### src/rtl/loss_accum_stream_pkg.sv
`default_nettype none
// +----------------------------------------------------------------------------+
// | Package : loss_pkg                                                         |
// | Shared types and defaults for the streaming L1/L2 loss reducer.            |
// | Contents: default fixed-point geometry (IL/FL/W), lane/job/guard defaults, |
// |           fx_t operand type, FSM and loss-mode enumerations, sat_w clamp.  |
// | Revision: 1.0 - initial release                                            |
// +----------------------------------------------------------------------------+
package loss_pkg;

  localparam int LOSS_IL    = 8;
  localparam int LOSS_FL    = 12;
  localparam int W          = LOSS_IL + LOSS_FL;
  localparam int LOSS_LANES = 4;
  localparam int LOSS_MAXN  = 1024;
  localparam int LOSS_GUARD = 8;

  typedef logic signed [W-1:0] fx_t;

  typedef enum logic [1:0] {
    IDLE  = 2'd0,
    RUN   = 2'd1,
    DRAIN = 2'd2,
    DONE  = 2'd3
  } state_t;

  typedef enum logic {
    LOSS_L1 = 1'b0,
    LOSS_L2 = 1'b1
  } loss_mode_t;

  // Clamp a wide signed value into the signed W-bit operand range.
  function automatic fx_t sat_w(input logic signed [63:0] v);
    logic signed [63:0] hi;
    logic signed [63:0] lo;
    hi = (64'sd1 <<< (W-1)) - 64'sd1;
    lo = -(64'sd1 <<< (W-1));
    if (v > hi)      return fx_t'(hi);
    else if (v < lo) return fx_t'(lo);
    else             return fx_t'(v);
  endfunction

endpackage
`default_nettype wire

### src/rtl/loss_accum_stream_if.sv
`default_nettype none
// +----------------------------------------------------------------------------+
// | Interface : loss_accum_stream_if                                           |
// | Input beat stream (valid/ready, LANES x DW yhat/y) and result stream       |
// | (valid/ready, sum, ovf) of the loss reducer.                               |
// | Modports: slave  - the reducer (accepts beats, produces the result)        |
// |           master - the producer/consumer side                              |
// | Revision: 1.0 - initial release                                            |
// +----------------------------------------------------------------------------+
interface loss_accum_stream_if
  import loss_pkg::*;
#(
  parameter int DW    = W,
  parameter int LANES = LOSS_LANES
);

  logic                       in_valid;
  logic                       in_ready;
  logic [LANES-1:0][DW-1:0]   yhat;   // lane 0 = lowest element index
  logic [LANES-1:0][DW-1:0]   y;
  logic                       out_valid;
  logic                       out_ready;
  logic signed [DW-1:0]       sum;
  logic                       ovf;

  modport slave (
    input  in_valid, yhat, y, out_ready,
    output in_ready, out_valid, sum, ovf
  );

  modport master (
    output in_valid, yhat, y, out_ready,
    input  in_ready, out_valid, sum, ovf
  );

endinterface
`default_nettype wire

### src/rtl/loss_accum_stream_lane.sv
`default_nettype none
// +----------------------------------------------------------------------------+
// | Module  : loss_lane                                                        |
// | One first-stage lane: d = yhat - y, then |d| (L1) or (d*d)>>>FL (L2),      |
// | saturated to the positive W-bit range, forced to zero when masked.         |
// | Ports: yhat, y (DW) operands; mode; mask; val (DW, never negative);        |
// |        sat flags a saturation on an unmasked lane.                         |
// | Revision: 1.0 - initial release                                            |
// +----------------------------------------------------------------------------+
module loss_lane
  import loss_pkg::*;
#(
  parameter int DW = W,
  parameter int FL = LOSS_FL
) (
  input  logic [DW-1:0] yhat,
  input  logic [DW-1:0] y,
  input  loss_mode_t    mode,
  input  logic          mask,
  output logic [DW-1:0] val,
  output logic          sat
);

  localparam logic [DW-1:0] MAXV = {1'b0, {(DW-1){1'b1}}};

  logic signed [DW:0]       d;
  logic [DW:0]              mag;
  logic signed [2*DW+1:0]   d_ext;
  logic signed [2*DW+1:0]   sq;
  logic [2*DW+1:0]          sh;
  logic                     l1_sat;
  logic                     l2_sat;
  logic [DW-1:0]            l1_val;
  logic [DW-1:0]            l2_val;

  // One extra bit keeps the difference exact.
  assign d      = $signed({yhat[DW-1], yhat}) - $signed({y[DW-1], y});
  assign mag    = d[DW] ? $unsigned(-d) : $unsigned(d);
  assign l1_sat = mag[DW] | mag[DW-1];
  assign l1_val = l1_sat ? MAXV : mag[DW-1:0];

  // Square is non-negative, so the arithmetic shift equals a logical one.
  assign d_ext  = {{(DW+1){d[DW]}}, d};
  assign sq     = d_ext * d_ext;
  assign sh     = $unsigned(sq) >> FL;
  assign l2_sat = |sh[2*DW+1:DW-1];
  assign l2_val = l2_sat ? MAXV : sh[DW-1:0];

  assign val = mask ? '0 : ((mode == LOSS_L2) ? l2_val : l1_val);
  assign sat = !mask && ((mode == LOSS_L2) ? l2_sat : l1_sat);

endmodule
`default_nettype wire

### src/rtl/loss_accum_stream.sv
`default_nettype none
// +----------------------------------------------------------------------------+
// | Module  : loss_accum_stream                                                |
// | Streaming multi-lane L1/L2 loss reducer over a job of num elements.        |
// | Ports: clk, reset_n (async active-low); start/mode/num job launch;         |
// |        busy (RUN/DRAIN/DONE); bus (slave) carries the beat stream         |
// |        (in_valid/in_ready/yhat/y) and result (out_valid/out_ready/sum/ovf).|
// | Pipeline: S1 lane registers -> S2 adder tree into ACC -> DONE register.    |
// | Revision: 1.0 - initial release                                            |
// +----------------------------------------------------------------------------+
module loss_accum_stream
  import loss_pkg::*;
#(
  parameter int IL    = LOSS_IL,
  parameter int FL    = LOSS_FL,
  parameter int LANES = LOSS_LANES,
  parameter int MAXN  = LOSS_MAXN,
  parameter int GUARD = LOSS_GUARD
) (
  input  logic                      clk,
  input  logic                      reset_n,
  input  logic                      start,
  input  logic                      mode,
  input  logic [$clog2(MAXN+1)-1:0] num,
  output logic                      busy,
  loss_accum_stream_if.slave        bus
);

  localparam int OPW = IL + FL;
  localparam int NW  = $clog2(MAXN + 1);
  localparam int LW  = OPW + $clog2(LANES);
  localparam int AW  = OPW + GUARD;

  localparam logic [AW-1:0] ACC_MAX = {1'b0, {(AW-1){1'b1}}};
  localparam logic [AW-1:0] RES_MAX = AW'({(OPW-1){1'b1}});
  localparam logic [NW-1:0] MAXN_C  = NW'(MAXN);
  localparam logic [NW-1:0] LANES_C = NW'(LANES);

  localparam logic [1:0] ST_IDLE  = 2'(IDLE);
  localparam logic [1:0] ST_RUN   = 2'(RUN);
  localparam logic [1:0] ST_DRAIN = 2'(DRAIN);
  localparam logic [1:0] ST_DONE  = 2'(DONE);

  logic [1:0]                 state_q, state_d;
  logic [NW-1:0]              rem_q, rem_d;
  loss_mode_t                 mode_q, mode_d;
  logic                       s1_valid_q, s1_valid_d;
  logic [LANES-1:0][OPW-1:0]  s1_val_q, s1_val_d;
  logic [AW-1:0]              acc_q, acc_d;
  logic [OPW-1:0]             sum_q, sum_d;
  logic                       ovf_q, ovf_d;

  logic [LANES-1:0][OPW-1:0]  lane_val;
  logic [LANES-1:0]           lane_sat;
  logic [NW-1:0]              num_c;
  logic                       beat;
  logic [LW-1:0]              tree;
  logic [AW:0]                acc_sum;

  assign num_c = (num > MAXN_C) ? MAXN_C : num;
  assign beat  = bus.in_valid && (state_q == ST_RUN);

  // Lanes at or beyond the remaining count belong to no element of this job.
  for (genvar i = 0; i < LANES; i++) begin : g_lane
    loss_lane #(.DW(OPW), .FL(FL)) u_lane (
      .yhat (bus.yhat[i]),
      .y    (bus.y[i]),
      .mode (mode_q),
      .mask (rem_q <= NW'(i)),
      .val  (lane_val[i]),
      .sat  (lane_sat[i])
    );
  end

  // Lane values are never negative, so zero extension is exact.
  always_comb begin
    tree = '0;
    for (int i = 0; i < LANES; i++) begin
      tree = tree + LW'(s1_val_q[i]);
    end
  end

  assign acc_sum = {1'b0, acc_q} + (AW+1)'(tree);

  always_comb begin
    state_d    = state_q;
    rem_d      = rem_q;
    mode_d     = mode_q;
    s1_valid_d = beat;
    s1_val_d   = beat ? lane_val : s1_val_q;
    acc_d      = acc_q;
    sum_d      = sum_q;
    ovf_d      = ovf_q;

    if (s1_valid_q) begin
      if (acc_sum > {1'b0, ACC_MAX}) begin
        acc_d = ACC_MAX;
        ovf_d = 1'b1;
      end else begin
        acc_d = acc_sum[AW-1:0];
      end
    end
    if (beat && (|lane_sat)) ovf_d = 1'b1;

    case (state_q)
      ST_IDLE: begin
        if (start) begin
          mode_d  = loss_mode_t'(mode);
          rem_d   = num_c;
          acc_d   = '0;
          sum_d   = '0;
          ovf_d   = 1'b0;
          state_d = (num_c == '0) ? ST_DONE : ST_RUN;
        end
      end
      ST_RUN: begin
        if (beat) begin
          if (rem_q <= LANES_C) begin
            rem_d   = '0;
            state_d = ST_DRAIN;
          end else begin
            rem_d   = rem_q - LANES_C;
          end
        end
      end
      ST_DRAIN: begin
        // S2 folds into ACC on the same edge S1 empties, so ACC is final here.
        if (!s1_valid_q) begin
          state_d = ST_DONE;
          if (acc_q > RES_MAX) begin
            sum_d = RES_MAX[OPW-1:0];
            ovf_d = 1'b1;
          end else begin
            sum_d = acc_q[OPW-1:0];
          end
        end
      end
      ST_DONE: begin
        if (bus.out_ready) state_d = ST_IDLE;
      end
      default: state_d = ST_IDLE;
    endcase
  end

  always_ff @(posedge clk or negedge reset_n) begin
    if (!reset_n) begin
      state_q    <= ST_IDLE;
      rem_q      <= '0;
      mode_q     <= LOSS_L1;
      s1_valid_q <= 1'b0;
      s1_val_q   <= '0;
      acc_q      <= '0;
      sum_q      <= '0;
      ovf_q      <= 1'b0;
    end else begin
      state_q    <= state_d;
      rem_q      <= rem_d;
      mode_q     <= mode_d;
      s1_valid_q <= s1_valid_d;
      s1_val_q   <= s1_val_d;
      acc_q      <= acc_d;
      sum_q      <= sum_d;
      ovf_q      <= ovf_d;
    end
  end

  assign bus.in_ready  = (state_q == ST_RUN);
  assign bus.out_valid = (state_q == ST_DONE);
  assign bus.sum       = $signed(sum_q);
  assign bus.ovf       = ovf_q;
  assign busy          = (state_q != ST_IDLE);

endmodule
`default_nettype wire

### src/flat_wrapper.sv
// flat-port wrapper written by rule: the top's interface ports become plain ports
module loss_accum_stream_flat import loss_pkg::*;
#(
  parameter int IL    = LOSS_IL,
  parameter int FL    = LOSS_FL,
  parameter int LANES = LOSS_LANES,
  parameter int MAXN  = LOSS_MAXN,
  parameter int GUARD = LOSS_GUARD
)
  (clk, reset_n, start, mode, num, busy, bus_in_valid, bus_yhat, bus_y, bus_out_ready, bus_in_ready, bus_out_valid, bus_sum, bus_ovf);
  loss_accum_stream_if #(.DW((20)), .LANES(LANES)) bus_i ();
  input  logic clk;
  input  logic reset_n;
  input  logic start;
  input  logic mode;
  input  logic [$clog2(MAXN+1)-1:0] num;
  output logic busy;
  input wire logic [$bits(bus_i.in_valid)-1:0] bus_in_valid;
  input wire logic [$bits(bus_i.yhat)-1:0] bus_yhat;
  input wire logic [$bits(bus_i.y)-1:0] bus_y;
  input wire logic [$bits(bus_i.out_ready)-1:0] bus_out_ready;
  output wire logic [$bits(bus_i.in_ready)-1:0] bus_in_ready;
  output wire logic [$bits(bus_i.out_valid)-1:0] bus_out_valid;
  output wire logic [$bits(bus_i.sum)-1:0] bus_sum;
  output wire logic [$bits(bus_i.ovf)-1:0] bus_ovf;
  assign bus_i.in_valid = bus_in_valid;
  assign bus_i.yhat = bus_yhat;
  assign bus_i.y = bus_y;
  assign bus_i.out_ready = bus_out_ready;
  assign bus_in_ready = bus_i.in_ready;
  assign bus_out_valid = bus_i.out_valid;
  assign bus_sum = bus_i.sum;
  assign bus_ovf = bus_i.ovf;
  loss_accum_stream #(.IL(IL), .FL(FL), .LANES(LANES), .MAXN(MAXN), .GUARD(GUARD)) u_core (.clk(clk), .reset_n(reset_n), .start(start), .mode(mode), .num(num), .busy(busy), .bus(bus_i));
endmodule
### config.mk
export PLATFORM = sky130hd
export DESIGN_NAME = loss_accum_stream_flat
export DESIGN_NICKNAME = d
export VERILOG_FILES = /design/src/rtl/loss_accum_stream_pkg.sv /design/src/rtl/loss_accum_stream_if.sv /design/src/rtl/loss_accum_stream_lane.sv /design/src/rtl/loss_accum_stream.sv /design/src/flat_wrapper.sv
export SDC_FILE = /design/constraint.sdc
export NUM_CORES = 2
export LEC_CHECK = 0
export ABC_AREA = 1
export CAP_MARGIN = 20
export CELL_PAD_IN_SITES_DETAIL_PLACEMENT = 2
export CELL_PAD_IN_SITES_GLOBAL_PLACEMENT = 2
export CORE_ASPECT_RATIO = 0.9
export CORE_MARGIN = 4
export CORE_UTILIZATION = 40
export CTS_CLUSTER_SIZE = 14
export DETAILED_ROUTE_END_ITERATION = 6
export GPL_ROUTABILITY_DRIVEN = 0
export PLACE_DENSITY = 0.89
export SLEW_MARGIN = 5
export SYNTH_ARGS = -nofsm -noshare
export SYNTH_HDL_FRONTEND = slang
export SYNTH_SLANG_ARGS = --single-unit
### constraint.sdc
create_clock -name clk -period 7.4 [get_ports clk]
set_clock_uncertainty 0.1 [all_clocks]
set_input_delay 1.11 -clock clk [delete_from_list [all_inputs] [get_ports clk]]
set_output_delay 1.11 -clock clk [all_outputs]
set_load 0.03 [all_outputs]
==> results of run 1 <==
==> synth_stat cells (all sizes together) (4+ instances only) <==
cell,instances
o221ai,37
fa,1699
a21oi,375
nand2,1628
o21a,8
and2,7
nand3b,27
o211ai,9
nand3,256
nand4,85
ha,620
inv,2482
a21boi,9
clkinv,22
dfrtp,144
a21o,30
o31ai,6
nor3,72
o22ai,20
a211oi,6
buf,93
o2111ai,16
nor4,12
and3,5
xor2,194
xnor2,85
or2,9
clkbuf,113
a31oi,24
a22oi,4
o21bai,35
o21ai,266
nor2,1158
==> logic make-up after synthesis <==
group           Yosys count  share of synthesized area (%)
buf+inv                2710                           13.5
compound gates          857                           6.46
flops                   144                           4.71
simple gates           3261                           17.5
xor+xnor                279                           3.25
fa+ha+maj              2319                           54.6
==> stage by stage <==
step                    instances  hold slack, ns  worst slack (ns)  area, sq um  TNS [ns]
after floorplan              9570           0.346             -1.33        78100    -90.76
after global placement      13700           0.367             -2.73        95300   -193.95
==> run_results.csv, run 1 <==
group,metric,value,unit
run_status,outcome,"aborted with a tool error",
run_status,stop_stage,"3_5_place_dp",
run_status,stop_error,"[ERROR DPL-0033] detailed placement checks failed during check placement.",
floorplan,rows,151,
logic_synthesis,synth_flop_cell,"dfrtp_1",
logic_synthesis,synth_seq_area_share,4.71,%
floorplan,die_w,469,um
logic_synthesis,avgSynthCellArea,7.99,sq um
logic_synthesis,synth_edf_count,0,
logic_synthesis,synth-seq-cells,144,
placed_design,dp_hpwl,457000,um
logic_synthesis,synth-async-reset-ratio,100,%
logic_synthesis,synth.area.top_cells,"fa_1 44%, inv_1 12%, ha_1 10%",
floorplan,boundaryPins,201,
logic_synthesis,synth_top_area_cell,"fa_1",
logic_synthesis,ys.warnings.count,0,
floorplan,die_h,423,um
placed_design,portBuffers,200,
logic_synthesis,synth_top_area_share,44.5,%
logic_synthesis,syn_nets,12100,
logic_synthesis,syn_inst,9570,
floorplan,initial_core_util,40.4,%
logic_synthesis,synth_cell_types,66,
logic_synthesis,netlist_area,76500,sq um
==> inputs of run 2 (changes only) <==
- CELL_PAD_IN_SITES_DETAIL_PLACEMENT: 2 -> not set
- CELL_PAD_IN_SITES_GLOBAL_PLACEMENT: 2 -> not set
- CORE_ASPECT_RATIO: 0.9 -> not set
- CTS_CLUSTER_SIZE: 14 -> not set
- PLACE_DENSITY: 0.89 -> not set
- PLACE_DENSITY_LB_ADDON: not set -> 0.15
==> run 2 against run 1 <==
Net effect:
- the flow now finishes, with violations (negative setup slack)
- synthesized area unchanged
- synthesized cell count unchanged
==> run_results.csv, run 2 <==
group,metric,value,unit
run_status,outcome,"finished with violations",
run_status,failed_checks,"negative setup slack",
hold_path,hp-class,"reg2reg",
drt,finalWirelength,259000,um
setup_path,worstSetupStartpointType,"input port",
run,max_cap_violations,0,
hold_path,hold_path_depth,2,
sta,rsz0062_at_grt,"yes",
sta,finalWorstSetupSlack,-1.69,ns
clock_network,clkTransAtPathRegs,0.06,ns
logic_synthesis,synth_edf_count,0,
clock_network,cts_tree,"built",
sta,max_slew_margin,14.9,%
floorplan,dieArea,198000,sq um
setup_path,cp.required,7.64,ns
floorplan,die_w,445,um
final_layout,final_common_cell,"inv_1",
logic_synthesis,synth_top_area_cell,"fa_1",
floorplan,rows,160,
global_routing,grt_max_degree,79,
logic_synthesis,synth_seq_area_share,4.71,%
drt,avgRoutedWirePerCell,18.3,um
logic_synthesis,synth-async-reset-ratio,100,%
floorplan,initial_core_util,40.2,%
logic_synthesis,syn_nets,12100,
logic_synthesis,synth_most_common_cell,"inv_1",
logic_synthesis,netlist_area,76500,sq um
final_layout,largest_reg_flops,80,
logic_synthesis,synth_flop_cell,"dfrtp_1",
clock_network,clock_latency,0.47,ns
setup_path,crit_family,"adder cells",
setup_path,cp-end-kind,"flip-flop",
drt,drtPass1Iterations,6,
hold_path,holdCritStartpoint,"u_core.s1_val_q[36]",
logic_synthesis,avgSynthCellArea,7.99,sq um
floorplan,die_h,445,um
sta,timing.fmax,110,MHz
logic_synthesis,synth_top_cells_by_count,"2,454 x inv_1, 1,699 x fa_1, 1,573 x nand2_1, 1,141 x nor2_1, 620 x ha_1",
global_routing,antenna_found_initial,4,
floorplan,boundaryPins,201,
global_routing,grt_pass1_wl,413000,um
clock_network,htreeDepth,4,
logic_synthesis,synth_top_area_share,44.5,%
logic_synthesis,synth-seq-cells,144,
sta,setup_viol_count_final,77,
final_layout,largest-register,"u_core.s1_val_q",
final_layout,fillCellCount,17200,
setup_path,worstReg2RegEnd,"u_core.acc_q[1]",
final_layout,regArea,3600,sq um
placed_design,dp_hpwl,220000,um
sta,period_share,123,%
setup_path,r2r-start,"u_core.s1_val_q[0]",
logic_synthesis,ys.warnings.count,0,
sta,slew_viol_final,0,
global_routing,grt_overflow,0,
drt,via_per_inst,4.93,
sta,hold_violations,0,
final_layout,areaGrowthSynthToFinish,40.1,%
setup_path,max_stage_delay,0.59,ns
setup_path,slowest_stage,"fa_1",
floorplan,fp.coreArea,190000,sq um
placed_design,portBuffers,200,
logic_synthesis,synth.area.top_cells,"fa_1 44%, inv_1 12%, ha_1 10%",
setup_path,arrival,9.33,ns
sta,fin_crit,9.09,ns
hold_path,hold_end,"u_core.s1_val_q[36]",
drt,vias,69700,
clock_network,numCtsBuffers,17,
drt,drcViolationCount,0,
setup_path,crit_top_cell,"fa_1",
logic_synthesis,syn_inst,9570,
clock_network,clockBufferDepth,2,
clock_network,ctsHoldBuffers,0,
setup_path,r2r_setup_slack,0.61,ns
setup_path,crit_buf_inv,13,
clock_network,cts_root_buffer,"clkbuf_16",
clock_network,cts_sinks,144,
final_layout,design_area,107000,sq um
setup_path,rr_worst_depth,31,
global_routing,track_usage,26.4,%
sta,worst_pin_slew,1.28,ns
logic_synthesis,synth_cell_types,66,
drt,ant_nets,0,
final_layout,drive_gt1_share,33.9,%
placed_design,placed_area,95200,sq um
setup_path,critPathMaxFanout,7,
final_layout,multi_input_area,71100,sq um
final_layout,layout_common_cells,"2,201 x inv_1, 1,755 x buf_4, 1,599 x fa_1",
drt,drtIter0Drc,3919,
setup_path,path_class,"in2reg",
global_routing,grt_pass1_vias,76000,
final_layout,final_nets,14100,
run 2: cell counts after synthesis:
Identical to the previous run, type by type.
run 2: timing repair:
item / 4_1_cts / 5_1_grt
buffers inserted: 223 / 141
pin swaps: 604 / 549
gates resized for setup: 1759 / 760
cloned: 17 / 3
hold endpoints to repair: 0 / 0
setup endpoints to repair: 77 / 102
run 2: routing by layer:
metal	routed length (um)	GRT usage (%)	share of wire (%)	vias up
li1	-	-	-	32600
met1	109000	34.1	42	35200
met2	132000	47.3	51	1564
met3	9160	1.56	3.5	415
met4	9520	8.26	3.7	0
met5	0	0	0	-
run 2: final cells by class:
cell class / instances / share of cell area [%]
well taps: 2511 / 2.93
repair buffers: 2225 / 17.8
clock buffers: 18 / 0.410
flip-flops and latches: 144 / 3.36
repair inverters: 3 / 0.0339
inverters: 2504 / 9.00
clock inverters: 14 / 0.113
multi-input cells: 6717 / 66.4
diodes: 1 / 0.00233
run 2: worst max-delay path by stage:
stage | startpoint | to | slack (ns) | depth (start not counted)
floorplan | bus_yhat[20] | u_core.bus.ovf | -1.33 | 42
global placement | bus_y[25] | u_core.s1_val_q[38] | -2.69 | 42
detailed placement | bus_y[22] | u_core.bus.ovf | -2.75 | 45
CTS | bus_yhat[20] | u_core.s1_val_q[34] | -1.63 | 41
global route | bus_y[35] | u_core.s1_val_q[34] | -1.99 | 42
finish | bus_y[32] | u_core.s1_val_q[34] | -1.69 | 41
run 2: metrics by stage:
step	utilization (%)	hold slack, ns	worst slack (ns)	TNS (ns)	cells
2_1_floorplan	-	0.346	-1.33	-90.76	9570
3_3_place_gp	50.0	0.371	-2.69	-189.20	13700
3_5_place_dp	50.0	0.378	-2.75	-192.41	13700
4_1_cts	54.5	0.386	-1.63	-102.16	14000
5_1_grt	56.4	0.404	-1.99	-130.53	14100
6_report	56.4	0.383	-1.69	-107.50	14100
run 2: cell families (layout without fill, tap and decap cells):
kind of cell / count (synthesis) / in the layout / share of synthesized area, %
adder cells (fa/ha/maj): 2319 / 2319 / 54.6
flip-flops: 144 / 144 / 4.71
XOR/XNOR: 279 / 279 / 3.25
AND/OR/NAND/NOR: 3261 / 3262 / 17.5
other: 0 / 1 / 0
AO/OA/AOI/OAI: 857 / 857 / 6.46
buffers and inverters: 2710 / 4764 / 13.5
run 2: tightest hold or removal path: stages, from the launching register on:
cell and delay [ns]:
dfrtp_1 0.35, nand2_1 0.06, nand2_1 0.05
Power of run 2 is left out: the tool's default activity adds up to more than one toggle a clock period on the data nets, which glitch-free logic cannot reach.
